**src/rtl/mul_div_unit.sv**
```systemverilog
// mul_div_unit: multi-cycle multiply/divide unit with a busy/done handshake.
// Multiply uses radix-4 Booth recoding, two multiplier bits per cycle.
// Divide uses restoring division on magnitudes, one quotient bit per cycle.
// The FIX state applies sign corrections and writes hi/lo on the way into DONE.
module mul_div_unit #(
  parameter int WIDTH = 32
) (
  input  logic             Clock,
  input  logic             clear,
  input  logic             start,
  input  logic [1:0]       op,
  input  logic [WIDTH-1:0] a,
  input  logic [WIDTH-1:0] b,
  output logic             busy,
  output logic             done,
  output logic [WIDTH-1:0] hi,
  output logic [WIDTH-1:0] lo,
  output logic             div_by_zero
);

  localparam int W  = WIDTH;
  localparam int CW = $clog2(W) + 1;
  localparam logic [CW-1:0] MUL_LAST = CW'(W/2 - 1);
  localparam logic [CW-1:0] DIV_LAST = CW'(W - 1);

  typedef enum logic [2:0] {S_IDLE, S_MUL, S_DIV, S_FIX, S_DONE} state_t;

  state_t        state_reg;
  logic [1:0]    op_reg;
  logic [W-1:0]  a_reg;
  logic          b_msb_reg;
  logic          dbz_reg;
  logic [CW-1:0] cnt_reg;
  logic [W+1:0]  acc_reg;   // Booth partial-product accumulator (upper half)
  logic [W-1:0]  mpl_reg;   // multiplier being shifted out / product low half
  logic          qm1_reg;   // Booth look-behind bit
  logic [W-1:0]  rem_reg;
  logic [W-1:0]  quo_reg;
  logic [W-1:0]  dvs_reg;

  // Operand magnitudes captured at start; unsigned ops use raw values.
  logic         a_neg_in, b_neg_in;
  logic [W-1:0] a_mag_in, b_mag_in;
  assign a_neg_in = ~op[0] & a[W-1];
  assign b_neg_in = ~op[0] & b[W-1];
  assign a_mag_in = a_neg_in ? -a : a;
  assign b_mag_in = b_neg_in ? -b : b;

  // One Booth radix-4 step: add the recoded multiple of a, then shift right by 2.
  logic [2:0]   grp;
  logic [W+3:0] mcand;
  logic [W+3:0] pp;
  logic [W+3:0] sum;
  always_comb begin
    grp   = {mpl_reg[1:0], qm1_reg};
    mcand = op_reg[0] ? {4'b0000, a_reg} : {{4{a_reg[W-1]}}, a_reg};
    pp    = '0;
    case (grp)
      3'b001, 3'b010: pp = mcand;
      3'b011:         pp = mcand << 1;
      3'b100:         pp = -(mcand << 1);
      3'b101, 3'b110: pp = -mcand;
      default:        pp = '0;
    endcase
    sum = {{2{acc_reg[W+1]}}, acc_reg} + pp;
  end

  // One restoring-division step on magnitudes.
  logic [W:0] shifted;
  logic       fits;
  assign shifted = {rem_reg, quo_reg[W-1]};
  assign fits    = shifted >= {1'b0, dvs_reg};

  // Final result with sign corrections. The Booth pass treats the multiplier
  // as signed, so MULU adds a<<W back when the multiplier's top bit is set.
  logic         a_neg_r, b_neg_r;
  logic [W-1:0] hi_fix, lo_fix;
  always_comb begin
    a_neg_r = ~op_reg[0] & a_reg[W-1];
    b_neg_r = ~op_reg[0] & b_msb_reg;
    if (dbz_reg) begin
      hi_fix = a_reg;
      lo_fix = '1;
    end else if (op_reg[1]) begin
      hi_fix = a_neg_r ? -rem_reg : rem_reg;
      lo_fix = (a_neg_r ^ b_neg_r) ? -quo_reg : quo_reg;
    end else begin
      hi_fix = acc_reg[W-1:0] + ((op_reg[0] && b_msb_reg) ? a_reg : '0);
      lo_fix = mpl_reg;
    end
  end

  // Control FSM, datapath registers and registered outputs.
  always_ff @(posedge Clock or negedge clear) begin
    if (!clear) begin
      state_reg   <= S_IDLE;
      op_reg      <= '0;
      a_reg       <= '0;
      b_msb_reg   <= 1'b0;
      dbz_reg     <= 1'b0;
      cnt_reg     <= '0;
      acc_reg     <= '0;
      mpl_reg     <= '0;
      qm1_reg     <= 1'b0;
      rem_reg     <= '0;
      quo_reg     <= '0;
      dvs_reg     <= '0;
      busy        <= 1'b0;
      done        <= 1'b0;
      hi          <= '0;
      lo          <= '0;
      div_by_zero <= 1'b0;
    end else begin
      case (state_reg)
        S_IDLE, S_DONE: begin
          done <= 1'b0;
          if (start) begin
            op_reg    <= op;
            a_reg     <= a;
            b_msb_reg <= b[W-1];
            dbz_reg   <= op[1] && (b == '0);
            cnt_reg   <= '0;
            acc_reg   <= '0;
            mpl_reg   <= b;
            qm1_reg   <= 1'b0;
            rem_reg   <= '0;
            quo_reg   <= a_mag_in;
            dvs_reg   <= b_mag_in;
            busy      <= 1'b1;
            if (!op[1])         state_reg <= S_MUL;
            else if (b == '0)   state_reg <= S_FIX;
            else                state_reg <= S_DIV;
          end else begin
            state_reg <= S_IDLE;
          end
        end
        S_MUL: begin
          acc_reg <= sum[W+3:2];
          mpl_reg <= {sum[1:0], mpl_reg[W-1:2]};
          qm1_reg <= mpl_reg[1];
          cnt_reg <= cnt_reg + 1'b1;
          if (cnt_reg == MUL_LAST) state_reg <= S_FIX;
        end
        S_DIV: begin
          rem_reg <= fits ? (shifted[W-1:0] - dvs_reg) : shifted[W-1:0];
          quo_reg <= {quo_reg[W-2:0], fits};
          cnt_reg <= cnt_reg + 1'b1;
          if (cnt_reg == DIV_LAST) state_reg <= S_FIX;
        end
        S_FIX: begin
          hi          <= hi_fix;
          lo          <= lo_fix;
          div_by_zero <= dbz_reg;
          busy        <= 1'b0;
          done        <= 1'b1;
          state_reg   <= S_DONE;
        end
        default: state_reg <= S_IDLE;
      endcase
    end
  end

endmodule

```
**config.mk**
```make
export PLATFORM = sky130hd
export DESIGN_NAME = mul_div_unit
export DESIGN_NICKNAME = d
export VERILOG_FILES = /design/src/rtl/mul_div_unit.sv
export SDC_FILE = /design/constraint.sdc
export NUM_CORES = 1
export LEC_CHECK = 0
export BUFFER_PORTS_ARGS = -buffer_cell sky130_fd_sc_hd__buf_2
export CAP_MARGIN = 15
export CORE_UTILIZATION = 24
export DETAILED_ROUTE_END_ITERATION = 10
export PLACE_DENSITY_LB_ADDON = 0.15
export SKIP_LAST_GASP = 1
export SLEW_MARGIN = 0
export SYNTH_ARGS = -nofsm -noshare
export SYNTH_HDL_FRONTEND = slang
export SYNTH_SLANG_ARGS = --single-unit
```
**constraint.sdc**
```tcl
create_clock -name Clock -period 4.4 [get_ports Clock]
set_clock_uncertainty 0.05 [all_clocks]
set_input_delay 0.88 -clock Clock [delete_from_list [all_inputs] [get_ports Clock]]
set_output_delay 0.88 -clock Clock [all_outputs]
set_load 0.01 [all_outputs]
```
== Word level (Yosys, flattened, before mapping) ==
Index checks and enable logic that the tools add are counted.

* Output and inout port bits: 67
* Bits of input ports: 69
* Register bits: 275

* Multiplexer cells: 33
* Reductions and logical operators: 18
* Eq/ne operators: 15
* Add/subtract/negate cells: 10
* Magnitude comparators: 1
* Bitwise logic cells: 7

{| class="wikitable"
|+ Operators with widths
! kind !! count
|-
| 2-to-1 mux 32 bit || 13
|-
| case mux 32 bit (2 select lines) || 3
|-
| case mux 36 bit (4 select lines) || 1
|-
| negator 32 bit || 4
|-
| negator 36 bit || 2
|-
| case mux 34 bit (2 select lines) || 1
|-
| adder 36 bit || 1
|-
| 2-to-1 mux 36 bit || 1
|-
| 2-to-1 mux 34 bit || 1
|-
| >= comparator 33 x 32 -> 1 bit || 1
|-
| adder 32 bit || 1
|-
| zero test 32 bit || 1
|-
| subtractor 32 bit || 1
|-
| == test 3 x 2 -> 1 bit (second input constant) || 4
|-
| == test 3 bit (second input constant) || 4
|-
| case mux 3 bit (4 select lines) || 1
|-
| case mux 6 bit (2 select lines) || 1
|-
| AND reduction 2 bit || 6
|-
| 2-to-1 mux 3 bit || 3
|-
| nonzero test 2 bit || 4
|-
| OR reduction 2 bit || 4
|-
| adder 6 x 1 -> 6 bit (second input constant) || 1
|-
| == test 3 x 1 -> 1 bit (second input constant) || 2
|-
| == test 6 x 4 -> 1 bit (second input constant) || 1
|-
| 11 further kinds || 22
|}

== Depth between registers and ports, before layout ==
Gate-level depths: netlist of run 1.

* Word-level depth: 6
* Gate-level depth with buffers: 23
* Gate-level depth less buffers: 22

== Worst setup path after synthesis of run 1 ==
No wires, ideal clock.

* Kind: reg-to-reg
* Start point: register a_reg[0]
* End point: register acc_reg[30]
* Arrival: 4.621 ns
* Cell stages (with the launch flop): 24
* Slack: -0.405 ns
* Clock period less this slack: 4.805 ns
* Data required time: 4.216 ns
* Buffers on the path: 1
* Setup time: 0.134 ns
* Cells stage by stage: dfrtp_1 -> inv_1 -> ha_1 -> or3b_1 -> or3_1 -> buf_2 -> nor2_1 -> nand2_1 -> or4_1 -> nand2_1 -> xnor2_1 -> nand2_1 -> o311ai_0 -> ha_1 -> nand3_1 -> nor2_1 -> inv_1 -> or4_1 -> a31oi_1 -> o21ai_0 -> o21a_1 -> a21oi_1 -> xnor2_1 -> o21ai_0

* Word-level cells in the longest chain between the ends: 5
* Elaborated cells between the ends (all ways): 6
* Those cells by class: 3 x add/sub; 3 x mux

{| class="wikitable"
|+ Ends and longest elaborated chain
! element !! RTL line !! source
|-
| from (decl) || 30 || <nowiki>logic [W-1:0] a_reg;</nowiki>
|-
| from (signal assigned) || 98 || <nowiki>a_reg <= '0;</nowiki>
|-
| from (signal assigned) || 119 || <nowiki>a_reg <= a;</nowiki>
|-
| 2-to-1 mux 36 bit * || 56 || <nowiki>mcand = op_reg[0] ? {4'b0000, a_reg} : {{4{a_reg[W-1]}}, a_reg};</nowiki>
|-
| negator 36 bit, on equally long branches || 62, 61 ||
|-
| case mux 36 bit (4 select lines) * || 58 || <nowiki>case (grp)</nowiki>
|-
| adder 36 bit * || 65 || <nowiki>sum = {{2{acc_reg[W+1]}}, acc_reg} + pp;</nowiki>
|-
| case mux 34 bit (2 select lines) * || 114 || <nowiki>case (state_reg)</nowiki>
|-
| to (signal assigned) || 138 || <nowiki>acc_reg <= sum[W+3:2];</nowiki>
|-
| to (decl) || 34 || <nowiki>logic [W+1:0] acc_reg;</nowiki>
|}

Every way passes the cells marked *; elsewhere a longest branch is shown, timed or not.
A chain may end at the register's enable or synchronous reset.

== Worst setup path after layout of run 1 ==
* Start point: register a_reg[0]
* End point: register acc_reg[33]

Same word-level chain as after synthesis.

==> results.py, run 1 <==
metrics = {
    "clock_tree": {
        "cts.sinks": 275,
        "clk_latency_ps": 590,
        "tritoncts": "built",
        "cts_root_buffer": "clkbuf_16",
        "cts_buffers": 39,
        "cts.path.max_buffers": 3,
        "htree_levels": 2,
        "clk_pin_slew_worst_paths_ps": 70,
    },
    "routing": {
        "antenna_left": 0,
        "route.detailed.wl_per_inst_um": 21.2,
        "route.detailed.drc": 0,
        "vias_per_cell": 5.03,
        "drt-total-wl_um": 86800,
        "first_pass_iters": 6,
        "vias": 20600,
        "dr.first_iter.drc_count": 1514,
    },
    "critical_path": {
        "cp_top_family": "compound AO/OA/AOI/OAI gates",
        "start_kind": "flip-flop",
        "r2r_setup_slack_ps": -220,
        "critPathArrivalTime_ps": 5090,
        "cp_max_fo": 6,
        "r2r_end": "acc_reg[33]$_DFFE_PN0P_",
        "crit_slowest_cell": "or3_4",
        "path_buf_inv": 2,
        "crit_path_end_kind": "flip-flop",
        "critPathKind": "flip-flop to flip-flop",
        "r2r_start": "a_reg[0]$_DFFE_PN0P_",
        "critical_path.max_stage_delay_ps": 470,
        "r2r_cells": 20,
        "worst_ep_required_time_ps": 4880,
        "crit_chain": "inv_2 -> ha_4 -> or3b_4 -> or3_4 -> nor2_4 -> nand2_2 -> nor4_4 -> o21ai_0 -> a221o_1 -> o22ai_1 -> ha_1 -> buf_4 -> a21oi_1 -> o21ai_1 -> a31o_2 -> a31oi_4 -> o21bai_2 -> a311o_1 -> a211o_1 -> nand3_1",
    },
    "global_route": {
        "gr-total-overflow": 0,
        "antenna_found_initial": 7,
        "busiest_layer": "met2",
        "grt_max_degree": 85,
        "grt_pass1_wl_um": 131000,
        "grt.total_usage_pct": 19.2,
        "met3_usage_pct": 2.62,
        "use_met2_pct": 29.9,
        "global_route.usage.met1_pct": 27.5,
        "grt_pass1_vias": 20100,
    },
    "sta": {
        "holdWs_ps": 235,
        "max_freq_mhz": 217,
        "period_minus_slack_ps": 4620,
        "fin_crit_sh_pct": 105,
        "final_max_slew_viol_count": 0,
        "slew_headroom_pct": 37.6,
        "tightest_slew_ps": 933,
        "setup_violations": 10,
        "rsz0062_at_grt": "true",
        "fin_ws_ps": -217,
        "hold_violations": 0,
    },
    "outcome": {
        "run_status": "complete, but fails checks",
        "violations": "negative setup slack",
    },
    "logic_synthesis": {
        "syn_area_per_cell_um2": 7.76,
        "synth_edf_count": 0,
        "synth_nets": 2864,
        "yosys.area.top_type": "dfrtp_1",
        "ys_warn_count": 0,
        "yosysSeqAreaShare_pct": 33.0,
        "ys_ff_latch": 275,
        "synth.top_cell.area_share_pct": 33.0,
        "async_reset_ff_share_pct": 100,
        "synth_area_mm2": 0.0209,
        "synth_top_cells_by_area": "dfrtp_1 (33%), o21ai_0 (7.2%), nand2_1 (7.0%), ha_1 (6.2%), xnor2_1 (5.1%)",
        "syn_inst": 2688,
        "synth_cell_types": 77,
        "ys.flop_type": "dfrtp_1",
    },
    "power_and_ir_drop": {
        "powerDensity_mw_per_mm2": 1020,
        "vdd_drop_max_mv": 0.307,
        "leakagePower_nw": 11.6,
    },
    "finish": {
        "multi_input_area_mm2": 0.0134,
        "syn2layout_area_growth_pct": 24.5,
        "final_common_cell": "nand2_1",
        "seq_area_mm2": 0.00689,
        "nFillCells": 9364,
        "fin_nets": 3098,
        "mostFrequentLayoutCells": "nand2_1 (378), o21ai_0 (285), dfrtp_1 (272)",
        "largest_reg_flops": 34,
        "drive_gt1_share_pct": 18.2,
    },
    "die": {
        "die_area_mm2": 0.0881,
        "num_rows": 107,
        "core_mm2": 0.0857,
        "start_util_pct": 24.4,
        "io_pins": 136,
        "chipWidth_um": 297,
        "dieHeight_um": 297,
    },
    "place": {
        "dp_slack_ps": -555,
        "dpl.hpwl_um": 68100,
        "portBuffers": 135,
        "gp_routability_congestion": 0.896,
    },
    "hold_path": {
        "hold_class": "input pin to asynchronous set/reset pin",
    },
    "flow_run": {
        "maxCapViolCount": 0,
    },
}
-- synthesized netlist by cell type (12+ instances only) --
cell / number
buf_1: 14
a211oi_1: 19
nand2b_1: 28
o21a_1: 15
and3_1: 48
or3_1: 24
and2_1: 12
nand2_1: 387
a21o_1: 42
inv_1: 92
a21oi_1: 211
o22ai_1: 36
dfrtp_1: 275
a221oi_1: 14
mux2i_1: 15
nor4_1: 18
nor3_1: 47
a22oi_1: 59
xor2_1: 110
ha_1: 104
xnor2_1: 122
o31ai_1: 32
nor2_1: 247
clkbuf_1: 152
nor2b_1: 13
o211ai_1: 14
a31oi_1: 32
nand3_1: 56
o21ai_0: 301
or4_1: 16
-- metal layers --
metal	vias to the layer above	part of all wire [%]
met3	105	4.5
met2	458	44
met1	10000	49
met4	0	2.7
met5	-	0
li1	10000	-
-- through the flow --
step / setup TNS [ps] / util [%] / std cells / cell area [um2] / total power [W]
after floorplan: -315 / - / 2688 / 21000 / 0.0157
after global placement: -4490 / 28.2 / 4012 / 24200 / 0.0223
after detailed placement: -4940 / 28.2 / 4012 / 24200 / 0.0224
after CTS: -845 / 30.0 / 4092 / 25700 / 0.0261
after global routing: -4160 / 30.3 / 4099 / 26000 / 0.0287
final: -1520 / 30.3 / 4101 / 26000 / 0.0265
-- area by class of cell --
type | count | share of cell area [%]
Sequential cell | 275 | 26.5
Timing Repair Buffer | 366 | 9.67
Multi-Input combinational cell | 2148 | 51.7
Clock buffer | 54 | 4.36
Inverter | 92 | 1.33
Tap cell | 1144 | 5.51
Clock inverter | 17 | 0.871
Antenna cell | 5 | 0.0481
-- report_power, final --
| group | leakage [nW] | total (W) | switching, W | internal, W |
|---|---|---|---|---|
| Combinational | 7.54 | 0.0179 | 0.0104 | 0.00749 |
| Clock | 0.667 | 0.00338 | 0.00133 | 0.00205 |
| Sequential | 3.37 | 0.00527 | 0.00150 | 0.00377 |
-- repair_timing --
item | CTS | global route
resized for setup | 27 | 55
endpoints found under the setup margin | 22 | 23
pin swaps | 11 | 34
buffers inserted | 9 | 5
hold buffers | 0 | 0
-- how the worst max path moves through the flow --
| stage | start | endpoint | slack, ps | cells after the start |
|---|---|---|---|---|
| global route | a_reg[1]$_DFFE_PN0P_ | acc_reg[31]$_DFFE_PN0P_ | -460 | 21 |
| CTS | a_reg[0]$_DFFE_PN0P_ | acc_reg[33]$_DFFE_PN0P_ | -210 | 21 |
| global placement | a_reg[1]$_DFFE_PN0P_ | acc_reg[32]$_DFFE_PN0P_ | -450 | 22 |
| finish | a_reg[0]$_DFFE_PN0P_ | acc_reg[33]$_DFFE_PN0P_ | -220 | 20 |
| floorplan | a_reg[1]$_DFFE_PN0P_ | acc_reg[30]$_DFFE_PN0P_ | -110 | 23 |
| detailed placement | a_reg[0]$_DFFE_PN0P_ | acc_reg[33]$_DFFE_PN0P_ | -560 | 19 |
-- cell families after synthesis --
family	count (synthesis)	share of synthesized area, %
muxes	15	0.719
adders and majority gates	107	6.52
and+or+nand+nor	933	20.2
xor gates and xnor gates	232	9.74
DFF	275	33.0
buffers and inverters	265	4.87
AOI/OAI and AO/OA	861	25.0
Note: power is estimated with default switching activity, not from simulation.
==> run 2, diff against run 1 <==
Settings changed: CORE_MARGIN set to 5.
==> run 2 against run 1 <==
Against the previous run: the run still ends with negative setup slack left; sequential share of layout area is 0.16 points lower; first-iteration DRC count shrank 1.1%; sequential cell count did not move; highest routed layer unchanged.
==> results.py, run 2 (same netlist as run 1, synthesis figures left out) <==
metrics = {
    "outcome": {
        "run_status": "complete, but fails checks",
        "violations": "negative setup slack",
    },
    "clock_tree": {
        "clk_pin_slew_worst_paths_ps": 60,
        "cts.path.max_buffers": 3,
        "htree_levels": 2,
        "cts.sinks": 275,
        "cts_root_buffer": "clkbuf_16",
        "cts_buffers": 40,
        "tritoncts": "built",
        "clk_latency_ps": 590,
    },
    "place": {
        "gp_routability_congestion": 0.868,
        "dp_slack_ps": -511,
        "dpl.hpwl_um": 67200,
        "place_inst": 4008,
        "portBuffers": 135,
    },
    "die": {
        "die_area_mm2": 0.0930,
        "chipWidth_um": 305,
        "dieHeight_um": 305,
        "start_util_pct": 24.1,
        "io_pins": 136,
        "core_mm2": 0.0865,
        "num_rows": 108,
    },
    "critical_path": {
        "cp_max_fo": 3,
        "crit_path_end_kind": "flip-flop",
        "critPathArrivalTime_ps": 5010,
        "crit_chain": "buf_6 -> or3_4 -> or4_4 -> nor3_4 -> nand2_2 -> buf_6 -> or2_4 -> or3_4 -> a22oi_2 -> nor2_1 -> a221o_1 -> ha_4 -> a21o_1 -> buf_6 -> a21oi_4 -> nand2_1 -> a21o_1 -> a21oi_2 -> o21ai_1 -> nor3_2 -> xor2_1 -> o21ai_1",
        "start_kind": "flip-flop",
        "critPathKind": "flip-flop to flip-flop",
        "crit_path_frequent_cell": "buf_6",
        "worst_ep_required_time_ps": 4770,
        "crit_slowest_cell": "or4_4",
        "critical_path.max_stage_delay_ps": 460,
    },
    "global_route": {
        "gr-total-overflow": 0,
        "grt_max_degree": 111,
        "antenna_found_initial": 5,
        "grt_pass1_wl_um": 132000,
        "grt.total_usage_pct": 18.2,
        "grt_pass1_vias": 20300,
    },
    "routing": {
        "drt-total-wl_um": 88100,
        "dr.first_iter.drc_count": 1498,
        "first_pass_iters": 7,
        "vias": 20900,
        "vias_per_cell": 5.08,
        "route.detailed.wl_per_inst_um": 21.4,
        "route.detailed.drc": 0,
        "antenna_left": 0,
    },
    "finish": {
        "largest_reg_flops": 34,
        "syn2layout_area_growth_pct": 25.3,
        "final_common_cell": "nand2_1",
        "finalCoreUtilization_pct": 30.2,
        "nFillCells": 9343,
        "mostFrequentLayoutCells": "nand2_1 (376), o21ai_0 (284), dfrtp_1 (272)",
        "drive_gt1_share_pct": 18.8,
        "instances_no_fill": 4113,
        "fin_nets": 3098,
    },
    "sta": {
        "hold_violations": 0,
        "rsz0062_at_grt": "true",
        "final_max_slew_viol_count": 0,
        "tightest_slew_ps": 978,
        "max_freq_mhz": 216,
        "fin_crit_sh_pct": 105,
        "fin_ws_ps": -234,
        "period_minus_slack_ps": 4630,
        "setup_violations": 9,
        "slew_headroom_pct": 34.8,
    },
    "power_and_ir_drop": {
        "powerDensity_mw_per_mm2": 1040,
        "leakagePower_nw": 11.6,
        "clkPwrFrac_pct": 12.6,
        "power_frac_comb_pct": 67.6,
        "seqPwrFrac_pct": 19.9,
        "intPower_w": 0.0136,
        "switching_share_pct": 50.0,
        "p_sw_w": 0.0135,
        "vdd_drop_max_mv": 0.295,
        "finalPower_w": 0.0271,
    },
    "hold_path": {
        "hold_class": "input pin to asynchronous set/reset pin",
    },
    "flow_run": {
        "maxCapViolCount": 0,
    },
}
run 2: final cells by class:
cell class	count	area (um2)	area share, %
diodes	5	12.5	0.0479
flip-flops and latches	275	6890	26.3
inverters	92	345	1.32
multi-input cells	2148	13600	51.9
well taps	1155	1450	5.53
repair buffers	365	2510	9.62
clock buffers	53	1140	4.36
clock inverters	20	235	0.900
run 2: worst max-delay path, delay by kind of cell (launching register included):
family / cells / cell delay, ps
AND/OR/NAND/NOR: 9 / 1960
AO/OA/AOI/OAI: 8 / 1320
flip-flops: 1 / 390
buffers and inverters: 3 / 370
adder cells (fa/ha/maj): 1 / 230
XOR/XNOR: 1 / 160
run 2: path summary, 6_finish.rpt:
check | from | to | slack, ps | depth (start not counted)
worst max-delay path | a_reg[1]$_DFFE_PN0P_ | acc_reg[32]$_DFFE_PN0P_ | -230 | 22
worst min-delay path | clear | hi[9]$_DFFE_PN0P_ | 150 | 1
worst max register to register | a_reg[1]$_DFFE_PN0P_ | acc_reg[32]$_DFFE_PN0P_ | -230 | 22
worst min register to register | hi[9]$_DFFE_PN0P_ | hi[9]$_DFFE_PN0P_ | 420 | 2
max in group asynchronous | clear | op_reg[1]$_DFFE_PN0P_ | 2910 | 2
min in group Clock | hi[9]$_DFFE_PN0P_ | hi[9]$_DFFE_PN0P_ | 420 | 2
run 2: metrics by stage:
step                TNS (ps)  hold WS, ps  instance area [um2]
global route           -4860          189                26100
floorplan               -315          400                21000
global placement       -5470          409                24100
detailed placement     -5370          415                24100
CTS                    -1720          182                25700
finish                 -1420          154                26100
run 2: what timing repair did:
item,4_1_cts,5_1_grt
pin swaps,26,39
resized for setup,38,78
setup endpoints to repair,19,23
setup buffers,11,19
hold buffers,0,0
run 2: layer usage:
layer / global-route usage, % / up-vias / routed length, um
li1: - / 10000 / -
met1: 26.1 / 10200 / 42100
met2: 29.6 / 544 / 40700
met3: 2.07 / 75 / 3750
met4: 3.73 / 0 / 1530
met5: 0 / - / 0
run 2: power groups by stage:
stage          Clock, W  Sequential (W)  Combinational [W]
6_report        0.00341         0.00538             0.0183
5_1_grt         0.00360         0.00555             0.0202
4_1_cts         0.00351         0.00539             0.0175
3_5_place_dp          0         0.00542             0.0170
3_3_place_gp          0         0.00541             0.0169
2_1_floorplan         0         0.00470             0.0110
==> run 3, diff against run 2 <==
Settings changed: TNS_END_PERCENT set to 5.
==> run 3 against run 2 <==
Against the previous run: the flow still finishes with violations (negative setup slack); register-to-register slack is essentially flat; sequential cell count stayed put; global-route usage about the same; clock-buffer cell count decreased by 4; utilization decreased by 0.49 points; combinational power decreased by 5%; first-iteration DRC count down 7.2%; via count down 1.6%; fmax grew 0.32%; hold slack improved by 110 ps; wire length fell by 0.50%; critical path depth decreased by 1; critical endpoint unchanged; largest cell class unchanged; highest routed layer unchanged.
==> results.py, run 3 (same netlist as run 1, synthesis figures left out) <==
metrics = {
    "outcome": {
        "run_status": "complete, but fails checks",
        "violations": "negative setup slack",
    },
    "die": {
        "start_util_pct": 24.1,
        "die_area_mm2": 0.0930,
        "num_rows": 108,
        "io_pins": 136,
        "core_mm2": 0.0865,
        "chipWidth_um": 305,
        "dieHeight_um": 305,
    },
    "power_and_ir_drop": {
        "seqPwrFrac_pct": 20.5,
        "clkPwrFrac_pct": 13.5,
        "intPower_w": 0.0132,
        "p_sw_w": 0.0131,
        "finalPower_w": 0.0263,
        "powerDensity_mw_per_mm2": 1020,
        "leakagePower_nw": 11.5,
        "power_frac_comb_pct": 66.0,
        "switching_share_pct": 49.7,
        "vdd_drop_max_mv": 0.307,
    },
    "sta": {
        "period_minus_slack_ps": 4620,
        "max_freq_mhz": 216,
        "fin_crit_sh_pct": 105,
        "setup_violations": 10,
        "tightest_slew_ps": 1060,
        "hold_violations": 0,
        "fin_ws_ps": -220,
        "final_max_slew_viol_count": 0,
        "fin_tns_setup_ps": -1570,
        "rsz0062_at_grt": "true",
        "slew_headroom_pct": 29.4,
    },
    "finish": {
        "mostFrequentLayoutCells": "nand2_1 (382), o21ai_0 (291), dfrtp_1 (272)",
        "finalCoreUtilization_pct": 29.7,
        "drive_gt1_share_pct": 16.6,
        "instances_no_fill": 4084,
        "final_common_cell": "nand2_1",
        "antennaDiodeCount": 0,
        "fin_nets": 3079,
        "syn2layout_area_growth_pct": 23.3,
        "largest_reg_flops": 34,
        "nFillCells": 9364,
    },
    "critical_path": {
        "crit_end": "acc_reg[32]$_DFFE_PN0P_",
        "cp_max_fo": 5,
        "critPathArrivalTime_ps": 5000,
        "r2r_cells": 21,
        "critPathKind": "flip-flop to flip-flop",
        "r2r_end": "acc_reg[32]$_DFFE_PN0P_",
        "crit_start": "a_reg[0]$_DFFE_PN0P_",
        "crit_path_end_kind": "flip-flop",
        "start_kind": "flip-flop",
        "r2r_start": "a_reg[0]$_DFFE_PN0P_",
        "r2r_setup_slack_ps": -220,
        "worst_ep_required_time_ps": 4780,
    },
    "routing": {
        "vias_per_cell": 5.03,
        "route.detailed.wl_per_inst_um": 21.5,
        "vias": 20500,
        "drt-total-wl_um": 87700,
        "first_pass_iters": 5,
        "route.detailed.drc": 0,
        "antenna_left": 0,
        "dr.first_iter.drc_count": 1390,
    },
    "global_route": {
        "antenna_found_initial": 3,
        "gr-total-overflow": 0,
        "grt.total_usage_pct": 18.2,
        "grt_pass1_wl_um": 132000,
        "grt_pass1_vias": 20200,
        "grt_max_degree": 105,
    },
    "flow_run": {
        "maxCapViolCount": 0,
    },
    "clock_tree": {
        "cts.path.max_buffers": 3,
        "cts_hold_buf": 0,
        "htree_levels": 2,
        "cts_buffers": 38,
        "cts.sinks": 275,
        "clk_pin_slew_worst_paths_ps": 60,
        "clk_latency_ps": 580,
        "tritoncts": "built",
        "cts_root_buffer": "clkbuf_16",
    },
    "place": {
        "place_inst": 4007,
        "portBuffers": 135,
        "dpl.hpwl_um": 67700,
        "gp_routability_congestion": 0.885,
    },
    "hold_path": {
        "hold_class": "input pin to asynchronous set/reset pin",
    },
}
-- run 3: cell types whose count changed in the layout (fill, tap and decap cells not counted), sizes merged --
cell      delta
diode        -5
clkinv       -8
bufinv       +6
buf         -17
clkinvlp     -1
clkbuf       -4
-- run 3: layer usage --
metal / track usage [%] / wire [um]
met1: 26.2 / 42100
met2: 29.7 / 40600
met3: 2.08 / 3570
met4: 3.50 / 1460
met5: 0 / 0
-- run 3: power groups by stage --
stage / Clock, W / Sequential [W] / Combinational (W)
2_1_floorplan: 0 / 0.00470 / 0.0110
4_1_cts: 0.00367 / 0.00540 / 0.0173
3_5_place_dp: 0 / 0.00542 / 0.0169
6_report: 0.00355 / 0.00538 / 0.0173
3_3_place_gp: 0 / 0.00542 / 0.0169
5_1_grt: 0.00376 / 0.00555 / 0.0192
-- run 3: worst min path at each step --
stage                               to  slack, ps  cells after the start               startpoint
6_report             hi[6]$_DFFE_PN0P_        270                      1                    clear
5_1_grt              hi[6]$_DFFE_PN0P_        320                      1                    clear
4_1_cts              hi[8]$_DFFE_PN0P_        330                      1                    clear
3_5_place_dp    dvs_reg[0]$_DFFE_PN0P_        420                      2   dvs_reg[0]$_DFFE_PN0P_
3_3_place_gp    dvs_reg[0]$_DFFE_PN0P_        410                      2   dvs_reg[0]$_DFFE_PN0P_
2_1_floorplan  dvs_reg[10]$_DFFE_PN0P_        400                      2  dvs_reg[10]$_DFFE_PN0P_
-- run 3: worst max-delay path, stage by stage, from the launching register on --
cell	delay (ps)
dfrtp_1	410
buf_6	130
or3_4	360
or4_4	530
nor3_4	170
nand2_2	90
or2_1	250
or3_4	390
a22oi_2	120
nor2_1	60
a221o_1	320
ha_4	260
buf_4	150
and3_1	190
nand2_1	80
nand2_1	60
a21o_1	190
a21oi_2	160
o21ai_1	100
nor3_2	200
xor2_1	150
o21ai_0	90
-- run 3: area by class of cell --
class | instances | area (um2) | share of cell area [%]
multi-input combinational | 2148 | 13300 | 51.6
clock inverter | 17 | 357 | 1.39
sequential | 275 | 6890 | 26.8
tap | 1155 | 1450 | 5.62
clock buffer | 49 | 1050 | 4.09
timing repair buffer | 348 | 2370 | 9.20
inverter | 92 | 345 | 1.34
-- run 3: timing repair --
item                                    4_1_cts  5_1_grt
resized for setup                            28       12
cloned                                        0        0
pin swaps                                    27       12
endpoints found under the setup margin       20       23
setup buffers                                 8        3
-- run 3: metrics by stage --
stage | setup slack [ps] | hold WS [ps] | instance area, um2
after CTS | -261 | 326 | 25700
final | -220 | 266 | 25700
after floorplan | -114 | 400 | 21000
after detailed placement | -629 | 418 | 24100
after global routing | -460 | 318 | 25700
after global placement | -607 | 413 | 24100
